$ cat src/rtl/fpu_pkg.sv
// Shared definitions for the FPU dispatch slice: op codes, unit indices,
// per-unit channel usage masks and the dispatcher state type.
package fpu_pkg;

    localparam int unsigned N_UNITS = 9;

    localparam logic [3:0] OP_ADD  = 4'd0;
    localparam logic [3:0] OP_SUB  = 4'd1;
    localparam logic [3:0] OP_MUL  = 4'd2;
    localparam logic [3:0] OP_DIV  = 4'd3;
    localparam logic [3:0] OP_SQRT = 4'd4;
    localparam logic [3:0] OP_ABS  = 4'd5;
    localparam logic [3:0] OP_CMP  = 4'd6;
    localparam logic [3:0] OP_FTOI = 4'd7;
    localparam logic [3:0] OP_ITOF = 4'd8;

    localparam int unsigned UNIT_FADD  = 0;
    localparam int unsigned UNIT_FSUB  = 1;
    localparam int unsigned UNIT_FMUL  = 2;
    localparam int unsigned UNIT_FDIV  = 3;
    localparam int unsigned UNIT_FSQRT = 4;
    localparam int unsigned UNIT_FABS  = 5;
    localparam int unsigned UNIT_FCMP  = 6;
    localparam int unsigned UNIT_FTOI  = 7;
    localparam int unsigned UNIT_FITOF = 8;

    // Op code doubles as unit index, so these masks are indexed by either.
    localparam logic [N_UNITS-1:0] USES_B  = 9'b0_0100_1111;
    localparam logic [N_UNITS-1:0] USES_OP = 9'b0_0100_0000;

    typedef enum logic [1:0] {
        ST_IDLE,
        ST_ISSUE,
        ST_WAIT,
        ST_RESP
    } state_t;

    function automatic logic [N_UNITS-1:0] unit_onehot(input logic [3:0] idx);
        return N_UNITS'(1) << idx;
    endfunction

endpackage

$ cat src/rtl/fpu_res_mux.sv
// Result selector: picks the selected unit's 32-bit result slice; the
// compare unit only produces 8 bits, which are zero-extended.
import fpu_pkg::*;

module fpu_res_mux (
    input  logic [32*N_UNITS-1:0] u_res,
    input  logic [3:0]            sel,
    output logic [31:0]           res
);

    always_comb begin
        res = '0;
        for (int unsigned i = 0; i < N_UNITS; i++) begin
            if (32'(sel) == i) begin
                res = u_res[32*i +: 32];
            end
        end
        if (sel == 4'(UNIT_FCMP)) begin
            res = {24'd0, u_res[32*UNIT_FCMP +: 8]};
        end
    end

endmodule

$ cat src/rtl/fpu_dispatch.sv
// Single-issue dispatcher between the FP execute stage and the nine FPU units,
// with per-channel operand handshakes, result capture and a hang watchdog.
import fpu_pkg::*;

module fpu_dispatch #(
    parameter int unsigned TIMEOUT_CYC = 255,
    parameter int unsigned CNT_W       = 32
) (
    input  logic                   clk,
    input  logic                   rstn,
    input  logic                   req_valid,
    output logic                   req_ready,
    input  logic [3:0]             req_op,
    input  logic [31:0]            req_a,
    input  logic [31:0]            req_b,
    input  logic [7:0]             req_cmpop,
    output logic [31:0]            u_opa,
    output logic [31:0]            u_opb,
    output logic [7:0]             u_cmpop,
    output logic [N_UNITS-1:0]     u_valid_a,
    input  logic [N_UNITS-1:0]     u_ready_a,
    output logic [N_UNITS-1:0]     u_valid_b,
    input  logic [N_UNITS-1:0]     u_ready_b,
    output logic                   u_valid_op,
    input  logic                   u_ready_op,
    input  logic [N_UNITS-1:0]     u_out_valid,
    input  logic [32*N_UNITS-1:0]  u_res,
    output logic                   rsp_valid,
    input  logic                   rsp_ready,
    output logic [31:0]            rsp_data,
    output logic                   rsp_err,
    output logic                   busy,
    output logic [CNT_W-1:0]       done_cnt
);

    localparam int unsigned    WD_W    = (TIMEOUT_CYC > 1) ? $clog2(TIMEOUT_CYC) : 1;
    localparam logic [WD_W-1:0] WD_LAST = WD_W'((TIMEOUT_CYC > 0) ? TIMEOUT_CYC - 1 : 0);
    localparam bit             WD_EN   = (TIMEOUT_CYC != 0);

    state_t               state, state_nx;
    logic [3:0]           sel;
    logic                 done_a, done_b, done_op;
    logic [WD_W-1:0]      wd_cnt;
    logic [N_UNITS-1:0]   sel_oh, req_oh;
    logic                 req_legal;
    logic                 va_on, vb_on, vop_on;
    logic                 ack_a, ack_b, ack_op, all_done, out_hit;
    logic                 do_accept, do_reject, do_capture, do_timeout, do_retire;
    logic [31:0]          mux_res;

    fpu_res_mux u_res_mux (
        .u_res (u_res),
        .sel   (sel),
        .res   (mux_res)
    );

    assign sel_oh    = unit_onehot(sel);
    assign req_oh    = unit_onehot(req_op);
    assign req_legal = (req_op < 4'(N_UNITS));

    assign va_on  = (state == ST_ISSUE) && !done_a;
    assign vb_on  = (state == ST_ISSUE) && !done_b;
    assign vop_on = (state == ST_ISSUE) && !done_op;

    assign u_valid_a  = va_on ? sel_oh : '0;
    assign u_valid_b  = vb_on ? (sel_oh & USES_B) : '0;
    assign u_valid_op = vop_on;

    assign ack_a    = va_on  && |(u_ready_a & sel_oh);
    assign ack_b    = vb_on  && |(u_ready_b & sel_oh);
    assign ack_op   = vop_on && u_ready_op;
    // A channel acknowledged at this edge counts as done for the ISSUE exit.
    assign all_done = (done_a | ack_a) & (done_b | ack_b) & (done_op | ack_op);
    assign out_hit  = |(u_out_valid & sel_oh);

    assign req_ready = (state == ST_IDLE);
    assign busy      = (state != ST_IDLE);
    assign rsp_valid = (state == ST_RESP);

    always_comb begin
        state_nx   = state;
        do_accept  = 1'b0;
        do_reject  = 1'b0;
        do_capture = 1'b0;
        do_timeout = 1'b0;
        do_retire  = 1'b0;
        case (state)
            ST_IDLE: begin
                if (req_valid) begin
                    if (req_legal) begin
                        do_accept = 1'b1;
                        state_nx  = ST_ISSUE;
                    end else begin
                        do_reject = 1'b1;
                        state_nx  = ST_RESP;
                    end
                end
            end
            ST_ISSUE: begin
                if (all_done) begin
                    if (out_hit) begin
                        do_capture = 1'b1;
                        state_nx   = ST_RESP;
                    end else begin
                        state_nx   = ST_WAIT;
                    end
                end
            end
            ST_WAIT: begin
                if (out_hit) begin
                    do_capture = 1'b1;
                    state_nx   = ST_RESP;
                end else if (WD_EN && (wd_cnt == WD_LAST)) begin
                    do_timeout = 1'b1;
                    state_nx   = ST_RESP;
                end
            end
            ST_RESP: begin
                if (rsp_ready) begin
                    do_retire = 1'b1;
                    state_nx  = ST_IDLE;
                end
            end
            default: state_nx = ST_IDLE;
        endcase
    end

    always_ff @(posedge clk) begin
        if (!rstn) begin
            state    <= ST_IDLE;
            sel      <= '0;
            u_opa    <= '0;
            u_opb    <= '0;
            u_cmpop  <= '0;
            done_a   <= 1'b0;
            done_b   <= 1'b0;
            done_op  <= 1'b0;
            wd_cnt   <= '0;
            rsp_data <= '0;
            rsp_err  <= 1'b0;
            done_cnt <= '0;
        end else begin
            state <= state_nx;

            if (do_accept) begin
                sel     <= req_op;
                u_opa   <= req_a;
                u_opb   <= req_b;
                u_cmpop <= req_cmpop;
                done_a  <= 1'b0;
                done_b  <= ~|(req_oh & USES_B);
                done_op <= ~|(req_oh & USES_OP);
            end else begin
                if (ack_a)  done_a  <= 1'b1;
                if (ack_b)  done_b  <= 1'b1;
                if (ack_op) done_op <= 1'b1;
            end

            wd_cnt <= ((state == ST_WAIT) && (state_nx == ST_WAIT)) ? wd_cnt + 1'b1 : '0;

            if (do_capture) begin
                rsp_data <= mux_res;
                rsp_err  <= 1'b0;
            end else if (do_reject || do_timeout) begin
                rsp_data <= '0;
                rsp_err  <= 1'b1;
            end

            if (do_retire && !rsp_err) begin
                done_cnt <= done_cnt + 1'b1;
            end
        end
    end

endmodule

$ cat config.mk
export PLATFORM = sky130hd
export DESIGN_NAME = fpu_dispatch
export DESIGN_NICKNAME = d
export VERILOG_FILES = /design/src/rtl/fpu_pkg.sv /design/src/rtl/fpu_res_mux.sv /design/src/rtl/fpu_dispatch.sv
export SDC_FILE = /design/constraint.sdc
export NUM_CORES = 1
export LEC_CHECK = 0
export ABC_AREA = 1
export CELL_PAD_IN_SITES_DETAIL_PLACEMENT = 1
export CELL_PAD_IN_SITES_GLOBAL_PLACEMENT = 1
export CORE_AREA = 3 3 213 215
export CTS_BUF_LIST = sky130_fd_sc_hd__clkbuf_4
export DETAILED_ROUTE_END_ITERATION = 16
export DIE_AREA = 0 0 216 218
export GPL_ROUTABILITY_DRIVEN = 0
export GPL_TIMING_DRIVEN = 1
export PLACE_DENSITY_LB_ADDON = 0.05
export SYNTH_ARGS = -nofsm -noshare
export SYNTH_HDL_FRONTEND = slang
export SYNTH_SLANG_ARGS = --single-unit
$ cat constraint.sdc
create_clock -name clk -period 4 [get_ports clk]
set_clock_uncertainty 0.15 [all_clocks]
set_input_delay 1.2 -clock clk [delete_from_list [all_inputs] [get_ports clk]]
set_output_delay 1.2 -clock clk [all_outputs]
set_load 0.1 [all_outputs]
# --- After elaboration in Yosys (flattened, before gate mapping) ---
# Index checks and enable logic that the tools add are counted.
# W data, S select, Z words.
word_totals:
  reg_bits: 154
  input_bits: 396
  output_inout_bits: 159
  word_cells: 106
op_classes:
  addsub: 2
  n_lt_le_gt_ge: 1
  n_eq_ne: 13
  shift: 2
  n_mux: 39
  n_bitwise: 9
  n_reduce_logical: 28
ops:
  columns: ["op", "n"]
  rows:
  - ["$mux W32", 11]
  - ["$add A32 B1 Y32 const B", 1]
  - ["$and A9 B9 Y9", 3]
  - ["$reduce_or A9 Y1", 3]
  - ["$mux W1", 18]
  - ["$eq A4 B3 Y1 const B", 4]
  - ["$mux W2", 6]
  - ["$mux W9", 1]
  - ["$shl A1 B4 Y9 const A", 1]
  - ["$add A8 B1 Y8 const B", 1]
  - ["$eq A4 B2 Y1 const B", 2]
  - ["$eq A8 B8 Y1 const B", 1]
  - ["$logic_and A1 B1 Y1", 8]
  - ["$pmux W2 S4", 1]
  - ["$reduce_bool A2 Y1", 4]
  - ["$mux W7", 1]
  - ["$shl A1 B4 Y7 const A", 1]
  - ["$eq A2 B2 Y1 const B", 3]
  - ["$logic_not A1 Y1", 6]
  - ["$reduce_or A5 Y1", 1]
  - ["$eq A4 B1 Y1 const B", 1]
  - ["$eq A4 B4 Y1 const B", 1]
  - ["$logic_not A4 Y1", 1]
  - ["$lt A4 B4 Y1 const B", 1]
  - ["other kinds (9)", 13]

# --- Logic depth before layout (Yosys ltp) ---
logic_depth:
  ltp_word: 12
  mapped_depth: 17
  ltp_nobuf: 16

# --- Modules after synthesis ---
# A second synthesis with hierarchy kept.
hier_totals:
  cells_unflattened: 1475
  area_unflattened_um2: 9018.6
by_module_without_submodules:
  columns: ["mod", "instances", "cells_each", "area_each_um2", "seq_area_each_um2"]
  rows:
  - ["fpu_dispatch", 1, 896, 6500.0, 3083.0]
  - ["fpu_res_mux", 1, 579, 2518.7, 0.0]

# --- Worst setup path after synthesis ---
# OpenSTA, ideal clock, no wires.
synth_path:
  path_kind: "reg-to-output"
  startpoint: "register sel[0]"
  endpoint: "output u_valid_a[3]"
  t_arrival_ns: 2.384
  t_required_ns: 2.650
  path_slack_ns: 0.266
  path_stages_with_launch: 7
  path_buffers: 2
  path_cell_list: "dfxtp_1 > buf_4 > nand2_2 > nor2_4 > clkbuf_1 > inv_1 > nor2_1"
synth_via:
  elab_chain_cells: 2
synth_rtl:
  columns: ["item", "line_no", "source"]
  rows:
  - ["start, declared", "fpu_dispatch.sv:41", "logic [3:0] sel;"]
  - ["start signal, assigned", "fpu_dispatch.sv:146", "sel <= req_op;"]
  - ["$shl A1 B4 Y9", "fpu_pkg.sv:39", "return N_UNITS'(1) << idx;"]
  - ["$mux W9", "fpu_dispatch.sv:65", "assign u_valid_a = va_on ? sel_oh : '0;"]
  - ["end, declared", "fpu_dispatch.sv:20", "output logic [N_UNITS-1:0] u_valid_a,"]
# Every way passes these cells.

# --- Worst setup path after layout ---
layout_path:
  startpoint: "register state[1]"
  endpoint: "output u_valid_a[5]"
layout_via:
  elab_chain_cells: 3
layout_rtl:
  columns: ["item", "line_no", "source"]
  rows:
  - ["start, declared", "fpu_dispatch.sv:40", "state_t state, state_nx;"]
  - ["start signal, assigned", "fpu_dispatch.sv:143", "state <= state_nx;"]
  - ["$eq A2 B1 Y1", "fpu_dispatch.sv:61", "assign va_on = (state == ST_ISSUE) && !done_a;"]
  - ["$logic_and A1 B1 Y1", "fpu_dispatch.sv:61", null]
  - ["$mux W9", "fpu_dispatch.sv:65", null]
# Every way passes these cells.

==> metrics.csv <==
stage,metric,value,unit
finish,Nets,2192,
finish,Finished Core Util,32.7,%
route,routed via count,10900,
global_route,first-pass GRT wire length,74500,um
clocking,root buf cell,clkbuf_4,
yosys,Yosys reg bits,154,
clocking,H-tree depth,4,
power_and_ir_drop,PD cells,343,nW/um2
setup_path,Setup Crit Path Kind,reg2out,
clocking,Worst-path clk slew,0.13,ns
die,IO Count,555,
global_route,largest net degree at the start of global routing,91,
finish,share of cells above drive strength 1,14.2,%
flow_run,number of max-cap violations,0,
finish,Area Growth Syn to Fin,70.5,%
sta,Worst-Margin Slew,0.856,ns
route,DRT Pass-1 Iters,5,
yosys,Post-Syn Area,8420,um2
setup_path,CP max FO,9,
global_route,total track usage,21.4,%
setup_path,CP endpoint kind,primary output,
setup_path,reg-to-reg endpoint,rsp_data[25]$_SDFFE_PN0P_,
die,initial core utilization,19.2,%
sta,slew margin rel.,43.0,%
route,drt initial violations,429,
route,# DRC,0,
setup_path,R2R cell count,13,
route,WL/cell,21.7,um
sta,FMAX,269,MHz
power_and_ir_drop,sw power,0.00219,W
yosys,Syn Inst Count,1302,
clocking,CTS tree,yes,
global_route,vias in the first global route,11100,
setup_path,R2R Path Start,sel[3]$_SDFFE_PN0P_,
setup_path,Crit path required time,2.65,ns
power_and_ir_drop,clock share of power,20.6,%
yosys,sequential share of the synthesized area,36.6,%
hold_path,HP Class,reg2reg,
setup_path,cell breakdown of the critical path,inv_1 -> ha_1 -> nand2_1 -> nor2_2 -> buf_12,
sta,Final Critical Period,3.72,ns
route,antenna-violating nets left,0,
power_and_ir_drop,Switching Share,44.4,%
sta,Final Hold Vio Count,0,
run_status,outcome,completed,
setup_path,crit path launch type,flip-flop,
sta,RSZ-0062 raised after global routing,no,
route,vias per inst,4.53,
clocking,Post-CTS Hold Fix Bufs,0,
setup_path,r2r setup slk,0.88,ns
placed_design,Port Buffer Count,526,
hold_path,Hold Path Sink,wd_cnt[0]$_SDFF_PN0_,
sta,Fin Setup TNS,0,ns
setup_path,Worst path slowest cell,dfxtp_1,
die,die extent in y,218,um
die,core area,43900,um2
clocking,Clock Tree Buf Depth,2,
hold_path,hold_sp,wd_cnt[0]$_SDFF_PN0_,
route,Detailed Route WL,52100,um
hold_path,Hold Crit Depth,1,
yosys,Yosys cell types,39,
sta,# setup viols final,0,
placed_design,Detailed Place HPWL,41700,um
setup_path,Crit path largest cell delay,0.39,ns
clocking,CTS buffer count,17,
power_and_ir_drop,Max IR drop VDD,0.259,mV
global_route,antenna violations before repair,22,
die,Placement Rows,77,
die,die width,216,um
setup_path,critical path arrival,2.37,ns
clocking,CTS sink cnt,154,
power_and_ir_drop,combinational power share,44.9,%
sta,fin. max-slew vios,0,
power_and_ir_drop,Internal,0.00273,W
power_and_ir_drop,Seq pwr share,34.4,%
clocking,Worst-Skew Late Latency,0.62,ns
yosys,Mapped Avg Cell Area,6.47,um2
power_and_ir_drop,Pleak,5.69,nW
die,Die Area,47100,um2
sta,crit share post-route,93.0,%
global_route,gr ovfl total,0,
yosys,synth warn,0,
[per-layer routing]
layer	wire length (um)	track usage, %	vias to the layer above
met1	20900	23.7	5185
li1	-	-	5318
met3	4180	8.19	46
met5	135	0	-
met2	26300	38.4	312
met4	604	5.36	22
[synthesized netlist by cell type (all sizes together)]
cell	count	area share, %
xnor2	6	0.62
clkbuf	56	2.5
o22ai	9	0.67
o31ai	1	0.089
a21oi	79	4.7
xor2	7	0.73
o211ai	7	0.62
o2111ai	7	0.73
o21ai	123	7.4
nor4	3	0.22
buf	29	1.9
nor3	16	1.0
o21bai	2	0.18
conb	1	0.045
a211oi	4	0.36
and3	1	0.074
nand2	241	11
nand4	32	2.4
inv	72	3.2
a31oi	2	0.15
nand3	175	10
a221oi	1	0.10
a21o	1	0.089
ha	7	1.0
nor3b	3	0.27
dfxtp	154	37
o21a	3	0.27
or2	22	1.6
nor2	238	11
[cell families (layout without fill, tap and decap cells)]
logic type / count (synthesis) / in the layout / share of synthesized area, %
and+or+nand+nor: 731 / 731 / 38.1
DFF: 154 / 154 / 36.6
adders and majority gates: 7 / 7 / 1.04
AOI/OAI and AO/OA: 239 / 239 / 15.3
other: 1 / 15 / 0.0445
xor gates and xnor gates: 13 / 13 / 1.35
buffers and inverters: 157 / 654 / 7.58
[worst max-delay path, delay by kind of cell (launching register included)]
family	cells	cell delay [ns]
fa+ha+maj	1	0.32
flops	1	0.39
buf+inv	2	0.31
simple gates	2	0.72
[repair_timing]
action | CTS | global route
setup endpoints to repair | 1 | 0
setup buffers | 0 | 0
gates resized for setup | 1 | 0
[final cells by class]
cell class	count	area, um2
Tap cell	592	741
Antenna cell	11	27.5
Clock buffer	18	135
Timing Repair Buffer	550	5230
Multi-Input combinational cell	994	4730
Inverter	72	270
Fill cell	5520	29600
Sequential cell	154	3080
Clock inverter	14	145
[state kept, by name (all words and copies together), names as in the netlist, 2 cells and up]
register,flops
rsp_data,32
wd_cnt,8
done_cnt,32
u_opb,32
sel,4
state,2
u_opa,32
u_cmpop,8
[cells in the final DEF (no fill, tap or decap), drive strengths merged, types with 18 or more instances in the layout]
cell and n:
clkdlybuf4s50 370, nand2 241, nor2 238, buf 180
nand3 175, dfxtp 154, o21ai 123, a21oi 79
inv 76, nand4 32, or2 22, clkbuf 18
[power by group through the flow]
stage	clock network, W	registers (W)	logic [W]
global placement	0	0.00172	0.00223
CTS	0.00110	0.00170	0.00224
global route	0.00115	0.00171	0.00237
detailed placement	0	0.00173	0.00224
floorplan	0	0.00234	0.000748
finish	0.00102	0.00169	0.00221
[worst max-delay path by stage]
stage | start | end | slack (ns)
after floorplan | sel[0]$_SDFFE_PN0P_ | u_valid_a[3] | 0.27
after global placement | rsp_ready | done_cnt[23]$_SDFFE_PN0P_ | 0.35
after detailed placement | rsp_ready | done_cnt[23]$_SDFFE_PN0P_ | 0.32
after CTS | state[1]$_SDFF_PN0_ | u_valid_a[5] | 0.09
after global routing | state[1]$_SDFF_PN0_ | u_valid_a[5] | 0.03
final | state[1]$_SDFF_PN0_ | u_valid_a[5] | 0.28
[stage by stage]
stage	std cells	power (W)	cell area [um2]	setup slack, ns	hold WS [ns]
after detailed placement	2362	0.00396	14000	0.319	0.306
final	2405	0.00492	14400	0.281	0.331
after global placement	2362	0.00395	14000	0.355	0.301
after floorplan	1305	0.00309	8430	0.266	0.280
after global routing	2404	0.00523	14400	0.0324	0.366
after CTS	2394	0.00503	14300	0.0887	0.340
(Power assumes the default switching activity.)
